===== config.mk =====
export PLATFORM = sky130hd
export DESIGN_NAME = tpu_tile_ctrl
export DESIGN_NICKNAME = d
export VERILOG_FILES = /design/src/rtl/tpu_tile_ctrl_pkg.sv /design/src/rtl/tpu_tile_ctrl_cnt.sv /design/src/rtl/tpu_tile_ctrl.sv
export SDC_FILE = /design/constraint.sdc
export NUM_CORES = 1
export LEC_CHECK = 0
export ABC_AREA = 1
export CAP_MARGIN = 20
export CORE_AREA = 4 4 154 97
export CTS_BUF_LIST = sky130_fd_sc_hd__clkbuf_4 sky130_fd_sc_hd__clkbuf_8
export DETAILED_ROUTE_END_ITERATION = 12
export DIE_AREA = 0 0 158 101
export GPL_TIMING_DRIVEN = 0
export PLACE_DENSITY = 0.67
export SETUP_SLACK_MARGIN = 0.3
export SLEW_MARGIN = 10
export SYNTH_ARGS = -nofsm -noshare
export SYNTH_HDL_FRONTEND = slang
export SYNTH_HIERARCHICAL = 1
export SYNTH_SLANG_ARGS = --single-unit

===== constraint.sdc =====
create_clock -name clk -period 4.3 [get_ports clk]
set_clock_uncertainty 0.15 [all_clocks]
set_input_delay 0.43 -clock clk [delete_from_list [all_inputs] [get_ports clk]]
set_output_delay 0.43 -clock clk [all_outputs]
set_load 0.005 [all_outputs]

===== src/rtl/tpu_tile_ctrl_pkg.sv =====
// Shared definitions for the systolic tile sequencer: default geometry and FSM states.
package tpu_tile_ctrl_pkg;

    localparam int TILE_AS     = 4;
    localparam int TILE_DIM_W  = 4;
    localparam int TILE_ADDR_W = 10;
    localparam int TILE_DRAIN  = 2 * TILE_AS - 1;

    typedef enum logic [2:0] {
        S_IDLE,
        S_FEED,
        S_DRAIN,
        S_WRITE,
        S_DONE
    } state_t;

endpackage


===== src/rtl/tpu_tile_ctrl_cnt.sv =====
// Loadable up-counter with terminal-count flag; wraps to zero when it steps past 'last'.
module tpu_loop_cnt #(
    parameter int W = 4
) (
    input  logic         clk,
    input  logic         rst,
    input  logic         clr,
    input  logic         inc,
    input  logic [W-1:0] last,
    output logic [W-1:0] cnt,
    output logic         tc
);

    assign tc = (cnt == last);

    always_ff @(posedge clk) begin
        if (rst || clr)
            cnt <= '0;
        else if (inc)
            cnt <= tc ? '0 : cnt + W'(1);
    end

endmodule


===== src/rtl/tpu_tile_ctrl.sv =====
// Tile sequencer for the systolic matmul array: walks output tiles column-major,
// streams operand reads, waits for drain, writes result rows and clears the PEs.
module tpu_tile_ctrl
    import tpu_tile_ctrl_pkg::*;
#(
    parameter int ARRAY_SIZE = TILE_AS,
    parameter int DIM_W      = TILE_DIM_W,
    parameter int ADDR_W     = TILE_ADDR_W,
    parameter int DRAIN_CYC  = TILE_DRAIN,
    localparam int RS_W      = $clog2(ARRAY_SIZE)
) (
    input  logic              clk,
    input  logic              rst,
    input  logic              start,
    input  logic [DIM_W-1:0]  m,
    input  logic [DIM_W-1:0]  k,
    input  logic [DIM_W-1:0]  n,
    output logic              done,
    output logic              busy,
    output logic              a_rd_en,
    output logic [ADDR_W-1:0] a_addr,
    output logic              b_rd_en,
    output logic [ADDR_W-1:0] b_addr,
    output logic              pe_clr,
    output logic              out_wr_en,
    output logic [ADDR_W-1:0] out_addr,
    output logic [RS_W-1:0]   out_row_sel
);

    localparam int DR_W = $clog2(DRAIN_CYC);

    state_t            state;
    logic [DIM_W-1:0]  m_q, k_q, mt_q, nt_q;
    logic [ADDR_W-1:0] a_base, b_base, out_cnt;
    logic [DIM_W:0]    mt_sum, nt_sum;

    logic [DIM_W-1:0]  kk, row, col_cnt;
    logic [DR_W-1:0]   dr_cnt;
    logic [RS_W-1:0]   r;
    logic              kk_tc, dr_tc, r_tc, row_tc, col_tc;
    logic              cnt_clr, tile_end, wr_ok;
    logic [DIM_W+RS_W-1:0] row_pos;
    logic              unused;

    // Ceil-divide by the array edge; ARRAY_SIZE is a power of two.
    assign mt_sum   = {1'b0, m} + (DIM_W+1)'(ARRAY_SIZE - 1);
    assign nt_sum   = {1'b0, n} + (DIM_W+1)'(ARRAY_SIZE - 1);
    assign cnt_clr  = (state == S_IDLE);
    assign tile_end = (state == S_WRITE) && r_tc;
    assign row_pos  = {row, r};
    assign wr_ok    = row_pos < (DIM_W+RS_W)'(m_q);
    assign unused   = ^{dr_cnt, col_cnt};

    tpu_loop_cnt #(.W(DIM_W)) u_kk (
        .clk(clk), .rst(rst), .clr(cnt_clr), .inc(state == S_FEED),
        .last(k_q - DIM_W'(1)), .cnt(kk), .tc(kk_tc)
    );

    tpu_loop_cnt #(.W(DR_W)) u_drain (
        .clk(clk), .rst(rst), .clr(cnt_clr), .inc(state == S_DRAIN),
        .last(DR_W'(DRAIN_CYC - 1)), .cnt(dr_cnt), .tc(dr_tc)
    );

    tpu_loop_cnt #(.W(RS_W)) u_row_sel (
        .clk(clk), .rst(rst), .clr(cnt_clr), .inc(state == S_WRITE),
        .last(RS_W'(ARRAY_SIZE - 1)), .cnt(r), .tc(r_tc)
    );

    tpu_loop_cnt #(.W(DIM_W)) u_row_tile (
        .clk(clk), .rst(rst), .clr(cnt_clr), .inc(tile_end),
        .last(mt_q - DIM_W'(1)), .cnt(row), .tc(row_tc)
    );

    tpu_loop_cnt #(.W(DIM_W)) u_col_tile (
        .clk(clk), .rst(rst), .clr(cnt_clr), .inc(tile_end && row_tc),
        .last(nt_q - DIM_W'(1)), .cnt(col_cnt), .tc(col_tc)
    );

    always_ff @(posedge clk) begin
        if (rst) begin
            state       <= S_IDLE;
            m_q         <= '0;
            k_q         <= '0;
            mt_q        <= '0;
            nt_q        <= '0;
            a_base      <= '0;
            b_base      <= '0;
            out_cnt     <= '0;
            done        <= 1'b0;
            busy        <= 1'b0;
            a_rd_en     <= 1'b0;
            b_rd_en     <= 1'b0;
            a_addr      <= '0;
            b_addr      <= '0;
            pe_clr      <= 1'b0;
            out_wr_en   <= 1'b0;
            out_addr    <= '0;
            out_row_sel <= '0;
        end else begin
            // Outputs are registered from the current state, so they trail it by one cycle.
            done        <= (state == S_DONE);
            busy        <= (state == S_FEED) || (state == S_DRAIN) || (state == S_WRITE);
            a_rd_en     <= 1'b0;
            b_rd_en     <= 1'b0;
            a_addr      <= '0;
            b_addr      <= '0;
            pe_clr      <= 1'b0;
            out_wr_en   <= 1'b0;
            out_addr    <= '0;
            out_row_sel <= '0;

            case (state)
                S_IDLE: begin
                    if (start) begin
                        m_q     <= m;
                        k_q     <= k;
                        mt_q    <= DIM_W'(mt_sum >> RS_W);
                        nt_q    <= DIM_W'(nt_sum >> RS_W);
                        a_base  <= '0;
                        b_base  <= '0;
                        out_cnt <= '0;
                        state   <= (m == '0 || k == '0 || n == '0) ? S_DONE : S_FEED;
                    end
                end
                S_FEED: begin
                    a_rd_en <= 1'b1;
                    b_rd_en <= 1'b1;
                    a_addr  <= a_base + ADDR_W'(kk);
                    b_addr  <= b_base + ADDR_W'(kk);
                    if (kk_tc)
                        state <= S_DRAIN;
                end
                S_DRAIN: begin
                    if (dr_tc)
                        state <= S_WRITE;
                end
                S_WRITE: begin
                    out_row_sel <= r;
                    // Pad rows of a partial last row tile are skipped, keeping OUT dense.
                    if (wr_ok) begin
                        out_wr_en <= 1'b1;
                        out_addr  <= out_cnt;
                        out_cnt   <= out_cnt + ADDR_W'(1);
                    end
                    if (r_tc) begin
                        pe_clr <= 1'b1;
                        if (row_tc) begin
                            a_base <= '0;
                            b_base <= b_base + ADDR_W'(k_q);
                        end else begin
                            a_base <= a_base + ADDR_W'(k_q);
                        end
                        state <= (row_tc && col_tc) ? S_DONE : S_FEED;
                    end
                end
                S_DONE: begin
                    if (!start)
                        state <= S_IDLE;
                end
                default: state <= S_IDLE;
            endcase
        end
    end

endmodule


* Yosys cells after proc, flatten, opt, wreduce, memory -nomap -nowiden
Cells that the tools add are included.
Word-level totals: register bits after elaboration 101, input port bits 15, output and inout bits 38
Operators by class: $add $sub $neg 15, order comparisons 1, equality and inequality tests 16, muxes and demuxes 25, bitwise gates (word level) 3, reduce and logical (&&, ||, !) cells 21
Operators by type and width (number):
- two-way mux 10 bit | 6
- case mux 10 bit (2 select lines) | 3
- adder 10 x 4 -> 10 bit | 4
- two-way mux 3 bit | 8
- case mux 3 bit (5 select lines) | 1
- inequality test 2 bit (second input constant) | 7
- adder 4 x 1 -> 4 bit (second input constant) | 3
- equality test 4 bit | 3
- logical NOT 4 bit | 3
- two-way mux 4 bit | 3
- adder 10 x 1 -> 10 bit (second input constant) | 1
- adder 4 x 2 -> 5 bit (second input constant) | 2
- subtractor 3 x 1 -> 4 bit (second input constant) | 2
- equality test 3 x 2 -> 1 bit (second input constant) | 2
- equality test 3 bit (second input constant) | 2
- < comparator 6 x 4 -> 1 bit | 1
- AND reduction 3 bit | 2
- logical OR 1 bit | 5
- AND reduction 5 bit | 1
- AND reduction 4 bit | 1
- OR reduction 2 bit | 2
- subtractor 4 x 1 -> 4 bit (second input constant) | 1
- adder 3 x 1 -> 3 bit (second input constant) | 1
- equality test 3 x 1 -> 1 bit (second input constant) | 1
- other kinds (10) | 16

* Longest topological paths before layout
Gate-level depths: netlist of the first run.
depth in word-level cells 6, gate-level depth with buffers 15

* Modules after synthesis
Netlist of the first run, hierarchy kept.
By module, submodules not included:
- tpu_tile_ctrl | instances 1, cells an instance 583, area an instance 4187.8 um2
- tpu_loop_cnt (u_col_tile ...) | instances 3, cells an instance 42, area an instance 261.5 um2
- tpu_loop_cnt (u_drain) | instances 1, cells an instance 26, area an instance 185.2 um2
- tpu_loop_cnt (u_row_sel) | instances 1, cells an instance 29, area an instance 147.6 um2

* Worst setup path before layout of the first run
OpenSTA, ideal clock, no wires.
path kind register to register, start register mt_q[0], end register u_col_tile.cnt[3], setup time 0.116 ns, data arrival time 1.912 ns, slack 2.123 ns, cell stages (with the launch flop) 13, path buffers 0, period minus slack after synthesis 2.177 ns, path through dfxtp_1 > inv_1 > ha_1 > xor2_1 > inv_1 > nand2_1 > nand2_1 > nor4_1 > inv_1 > nor2_1 > nand4_1 > xor2_1 > nor2_1
Between the ends: longest elaborated chain between the ends 3
Ends and longest elaborated chain:
- start: declaration | line tpu_tile_ctrl.sv:33 | logic [DIM_W-1:0] m_q, k_q, mt_q, nt_q;
- start signal: assignment | line tpu_tile_ctrl.sv:117 | mt_q <= DIM_W'(mt_sum >> RS_W);
- subtractor 3 x 1 -> 4 bit | line tpu_tile_ctrl.sv:71 | .last(mt_q - DIM_W'(1)), .cnt(row), .tc(row_tc)
- equality test 4 bit | line tpu_tile_ctrl_cnt.sv:14 | assign tc = (cnt == last);
- net row_tc | line tpu_tile_ctrl.sv:40 | logic kk_tc, dr_tc, r_tc, row_tc, col_tc;
- logical AND 1 bit | line tpu_tile_ctrl.sv:75 | .clk(clk), .rst(rst), .clr(cnt_clr), .inc(tile_end && row_tc),
- end signal: assignment | line tpu_tile_ctrl_cnt.sv:20 | cnt <= tc ? '0 : cnt + W'(1);
- end: declaration | line tpu_tile_ctrl_cnt.sv:10 | output logic [W-1:0] cnt,
The timed path passes the listed nets, and every way through them passes these cells. A chain may end at the register's enable or synchronous reset.

* Worst setup path after layout of the first run
Ends and elaborated chain as after synthesis.

==> flow_summary.toml, run 1 <==
[status]
outcome = "complete, no violations"

[floorplan]
die_x_um = 158
core_region_area_um2 = 13400
io_pins = 53
start_util = 0.395
design.die.area_um2 = 16000
rows = 33
die_y_um = 101

[detailed_routing]
drc = 0
first_pass_iters = 5
drtAntennaViolNets = 0
wl_um = 11900
vias = 4687
via_per_inst = 4.62
drtIter0Drc = 309
avgRoutedWirePerCell_um = 11.7

[critical_path]
cp_top_family = "simple AND/OR/NAND/NOR gates"
cp-end-kind = "flop"
max_stage_delay_ns = 0.50
critPathMaxFanout = 5
crit_arrival_ns = 2.79
r2r-start = "mt_q[0]$_SDFFE_PP0P_"
crit_top_cell = "inv_1"
worstPathRequired_ns = 4.46
critPathBufInv = 3
cp-start-kind = "flop"
path_cells = "inv_1, ha_1, xor2_1, inv_1, nand2_1, nand2_1, nor4_1, inv_1, nor2_1, nand4_1, xor2_1, nor2_1"
startpoint = "mt_q[0]$_SDFFE_PP0P_"
crit_type = "reg2reg"
worst_path_max_delay_cell = "nor4_1"

[synthesis]
synth_adder_area_share = 0.0788
syn_avg_cell_area_um2 = 6.94
synthSimpleGateAreaFrac = 0.293
yosys_warnings = 6
synth_most_common_cell = "nand2_1"
syn_area_um2 = 5310
synth_top_family_by_area = "simple AND/OR/NAND/NOR gates"
yosys-top-cells-count = "nand2_1 (172), inv_1 (117), nor2_1 (116)"
synth_cell_types = 37
yosys_most_used_dff = "dfxtp_1"
synth-compound-area-share = 0.0974
yosys.area_share.xor_xnor = 0.0413
yosys.area.top_type = "dfxtp_1"
synth-edff-count = 0
syn_inst = 764
yosysSeqAreaShare = 0.381
synthArstFlopShare = 0
ys_ff_latch = 101
synth_top_area_frac = 0.381
synth_area_leaders = "dfxtp_1 (38%), nand2_1 (12%), inv_1 (8.3%)"
synth_mux_area_frac = 0.00755

[timing]
rsz0062_at_grt = "false"
setup-tns-final_ns = 0
worstMarginPinSlew_ns = 0.586
setup_viol = 0
finalCritPeriodShare = 0.613
worst_slack_ns = 1.66
slew_headroom = 0.610
fin_hold_ws_ns = 0.320
fin_crit_ns = 2.64
drv_slew = 0
fmaxAchievable_ghz = 0.379
hold_violations = 0

[cts]
cts_tree = "built"
h-tree-depth = 3
post_cts_resized = 0
cts-buffers-inserted = 9
cts_buffer_depth = 2
clk_pin_slew_ns = 0.10
clock-sinks = 101
clockRootBuffer = "clkbuf_8"
hold_buffers = 0
insertion_delay_ns = 0.37
cts_setup_buffers = 0

[global_routing]
antenna_found_initial = 0
grt_pass1_vias = 4344
grt.overflow.total = 0
grt_max_degree = 17
gr-usage-all-layers = 0.158
grt_pass1_wl_um = 20400

[worst_hold_path]
min_from = "m_q[3]$_SDFFE_PP0P_"
hold_path.class = "reg2reg"

[placement]
post-place-ws_ns = 1.67
dp_hpwl_um = 9170
io_buffers = 52
gp_congestion = 0.847

[pwr]
power.total_mw = 2.45
p_leak_nw = 2.59
powerDensity_nw_per_um2 = 389
ir_worst_vdd_mv = 0.186

[finish]
antenna_cells = 0
fin_util = 0.470
syn2layout_area_growth_pct = 18.8
drive_above_1_share = 0.0501
final_nets = 880

[job]
maxCapViolations = 0
[tightest hold or removal path, cell delays in order (launching register included)]
cell     delay, ns
dfxtp_1       0.31
inv_1         0.06
a21oi_1       0.06
[through the flow]
step / instances / instance area [um^2]
floorplan: 771 / 5330
global placement: 998 / 6070
detailed placement: 998 / 6070
CTS: 1014 / 6300
global route: 1014 / 6300
finish: 1014 / 6300
[layer usage]
metal,share of wire,vias up,GRT usage
met1,0.55,2048,0.238
met2,0.39,96,0.229
met5,0,-,0
met3,0.053,10,0.0382
met4,0.0074,0,0.0308
li1,-,2533,-
[flip-flops by register name (all words and copies together) (netlist names), 4 cells and up]
name,cells
b_addr,10
a_addr,10
u_kk/cnt,4
k_q,4
m_q,4
out_cnt,10
b_base,10
u_row_tile/cnt,4
out_addr,10
u_col_tile/cnt,4
a_base,10
[worst paths after layout]
kind | endpoint | slack, ns | depth (start not counted)
setup / recovery | u_col_tile/cnt[3]$_SDFFE_PP0P_ | 1.66 | 12
setup reg to reg | u_col_tile/cnt[3]$_SDFFE_PP0P_ | 1.66 | 12
hold / removal | m_q[3]$_SDFFE_PP0P_ | 0.32 | 2
hold reg to reg | m_q[3]$_SDFFE_PP0P_ | 0.32 | 2
[cell type report]
class                      count  area, um^2
timing repair buffer          52         520
buffer                        10        52.6
inverter                     126         475
multi-input combinational    534        2780
tap                          175         219
clock inverter                 5        81.3
fill                        1348        7120
sequential                   101        2020
clock buffer                  11         151
[power by group]
part,switching (mW),internal [mW]
Combinational,0.459,0.247
Clock,0.330,0.361
Sequential,0.0597,0.998
[placed cells by master, fill, tap and decap left out, drive strengths merged, types with 11 or more instances in the layout]
| cell type | synthesis | routed |
|---|---|---|
| inv | 126 | 127 |
| nand3 | 37 | 37 |
| ha | 27 | 27 |
| nand4 | 12 | 12 |
| nor2 | 119 | 119 |
| a21oi | 57 | 57 |
| xor2 | 16 | 16 |
| clkbuf | 6 | 17 |
| o21ai | 37 | 37 |
| clkdlybuf4s50 | 0 | 52 |
| nand2 | 179 | 179 |
| dfxtp | 101 | 101 |
| nor3 | 11 | 11 |
[kinds of logic (layout without fill, tap and decap cells)]
| kind of cell | Yosys count | after routing |
|---|---|---|
| muxes | 4 | 4 |
| DFF | 101 | 101 |
| xor gates and xnor gates | 25 | 25 |
| buffers and inverters | 136 | 204 |
| and+or+nand+nor | 364 | 364 |
| adders and majority gates | 31 | 31 |
| other | 2 | 9 |
| AOI/OAI and AO/OA | 101 | 101 |
No activity file was read; power rests on OpenSTA's default activity.
==> inputs of run 2 (changes only) <==
==> constraint.sdc (replaced) <==
create_clock -name clk -period 2.5 [get_ports clk]
set_clock_uncertainty 0.15 [all_clocks]
set_input_delay 0.25 -clock clk [delete_from_list [all_inputs] [get_ports clk]]
set_output_delay 0.25 -clock clk [all_outputs]
set_load 0.005 [all_outputs]
==> flow_summary.toml, run 2 (same netlist as run 1, synthesis figures left out) <==
[status]
outcome = "complete, no violations"

[critical_path]
r2r-end = "b_base[5]$_SDFFE_PP0P_"
worstPathRequired_ns = 2.62
crit_arrival_ns = 2.31
crit_type = "reg2reg"
r2r-start = "mt_q[1]$_SDFFE_PP0P_"
cp-end-kind = "flop"
critPathMaxFanout = 4
cp-start-kind = "flop"
rr_worst_depth = 15
ff2ff_setup_slack_ns = 0.31

[placement]
io_buffers = 52
gp_congestion = 0.847
dp_hpwl_um = 9170

[floorplan]
die_y_um = 101
core_region_area_um2 = 13400
start_util = 0.395
rows = 33
io_pins = 53
die_x_um = 158
design.die.area_um2 = 16000

[timing]
finalCritPeriodShare = 0.878
rsz0062_at_grt = "true"
fin_hold_ws_ns = 0.316
fmaxAchievable_ghz = 0.456
drv_slew = 0
fin_crit_ns = 2.19
slew_headroom = 0.605
setup-tns-final_ns = 0
setup_viol = 0
worstMarginPinSlew_ns = 0.593
hold_violations = 0

[pwr]
ir_worst_vdd_mv = 0.338
power.total_mw = 4.37
p_leak_nw = 2.62
powerDensity_nw_per_um2 = 678

[detailed_routing]
drtAntennaViolNets = 0
drc = 0
via_per_inst = 4.62
wl_um = 12100
avgRoutedWirePerCell_um = 11.9
drtIter0Drc = 343
vias = 4701
first_pass_iters = 4

[finish]
final_cell_mix = "nand2_1 (165), nor2_1 (113), inv_1 (112), dfxtp_1 (93), a21oi_1 (57)"
drive_above_1_share = 0.0938
fill_cells = 1332
fin_util = 0.481
multiInputGateArea_um2 = 2890
syn2layout_area_growth_pct = 21.7
final_nets = 883
seq_area_um2 = 2030
final_common_cell = "nand2_1"
antenna_cells = 0

[cts]
h-tree-depth = 3
clk_pin_slew_ns = 0.09
insertion_delay_ns = 0.37
cts_tree = "built"
clockRootBuffer = "clkbuf_8"
hold_buffers = 0
cts_buffer_depth = 2
cts-buffers-inserted = 9
clock-sinks = 101

[global_routing]
antenna_found_initial = 0
grt_pass1_wl_um = 20500
grt_max_degree = 17
grt.overflow.total = 0
gr-usage-all-layers = 0.159
grt_pass1_vias = 4365

[worst_hold_path]
whs_endpoint = "nt_q[0]$_SDFFE_PP0P_"
min_from = "n[2]"
min_path_cells = 3
hold_path.class = "in2reg"

[job]
maxCapViolations = 0
==> run 2: changes by cell type in the layout (fill, tap and decap cells not counted), sizes merged <==
cell / previous run / this run
buf: 4 / 7
==> run 2: worst max-delay path by stage <==
stage                               startpoint                             end  slack, ns  cells after the start
after floorplan           mt_q[0]$_SDFFE_PP0P_  u_col_tile/cnt[3]$_SDFFE_PP0P_       0.32                     12
after global placement    mt_q[0]$_SDFFE_PP0P_  u_col_tile/cnt[3]$_SDFFE_PP0P_      -0.09                     12
after detailed placement  mt_q[0]$_SDFFE_PP0P_  u_col_tile/cnt[3]$_SDFFE_PP0P_      -0.13                     12
after CTS                 mt_q[0]$_SDFFE_PP0P_  u_col_tile/cnt[3]$_SDFFE_PP0P_       0.29                     12
after global routing      mt_q[0]$_SDFFE_PP0P_          b_base[5]$_SDFFE_PP0P_       0.17                     15
final                     mt_q[1]$_SDFFE_PP0P_          b_base[5]$_SDFFE_PP0P_       0.31                     15
==> run 2: area by class of cell <==
cell class	instances	share of cell area
clock buffers	11	0.0235
inverters	126	0.0748
multi-input cells	534	0.448
plain buffers	10	0.00814
well taps	175	0.0339
flip-flops and latches	101	0.315
repair buffers	55	0.0841
clock inverters	5	0.0126
==> run 2: worst max-delay path, cell delays in order (launching register included) <==
cell,delay (ns)
dfxtp_2,0.37
inv_2,0.05
ha_4,0.15
xor2_2,0.15
inv_1,0.06
nand2_1,0.07
nand2_2,0.08
nor4_4,0.29
inv_2,0.12
nand2_2,0.09
nand2_4,0.08
nor2_4,0.15
and2_4,0.16
nand2_2,0.04
nand2_2,0.05
nor2_1,0.04
==> run 2: timing repair <==
item / in CTS / in global routing
endpoints found under the setup margin: 27 / 29
pin swaps: 2 / 18
buffers inserted: 0 / 3
gates resized for setup: 13 / 31
==> run 2: layer usage <==
layer  vias to the layer above  global-route usage  wire length, um
met5                         -                   0                0
met4                         0              0.0308               85
met3                         8              0.0382              747
met2                       103               0.233             4800
met1                      2053               0.238             6470
li1                       2537                   -                -
==> run 2: stage by stage <==
stage	instance area (um^2)	instances	worst slack, ns
4_1_cts	6340	1014	0.294
3_5_place_dp	6070	998	-0.127
6_report	6450	1017	0.306
2_1_floorplan	5330	771	0.323
3_3_place_gp	6070	998	-0.0928
5_1_grt	6450	1017	0.165
==> run 2: power breakdown <==
| part | switching (mW) | internal, mW | total, mW |
|---|---|---|---|
| combinational | 0.867 | 0.477 | 1.34 |
| sequential | 0.116 | 1.72 | 1.84 |
| clock | 0.568 | 0.621 | 1.19 |
| total | 1.55 | 2.82 | 4.37 |
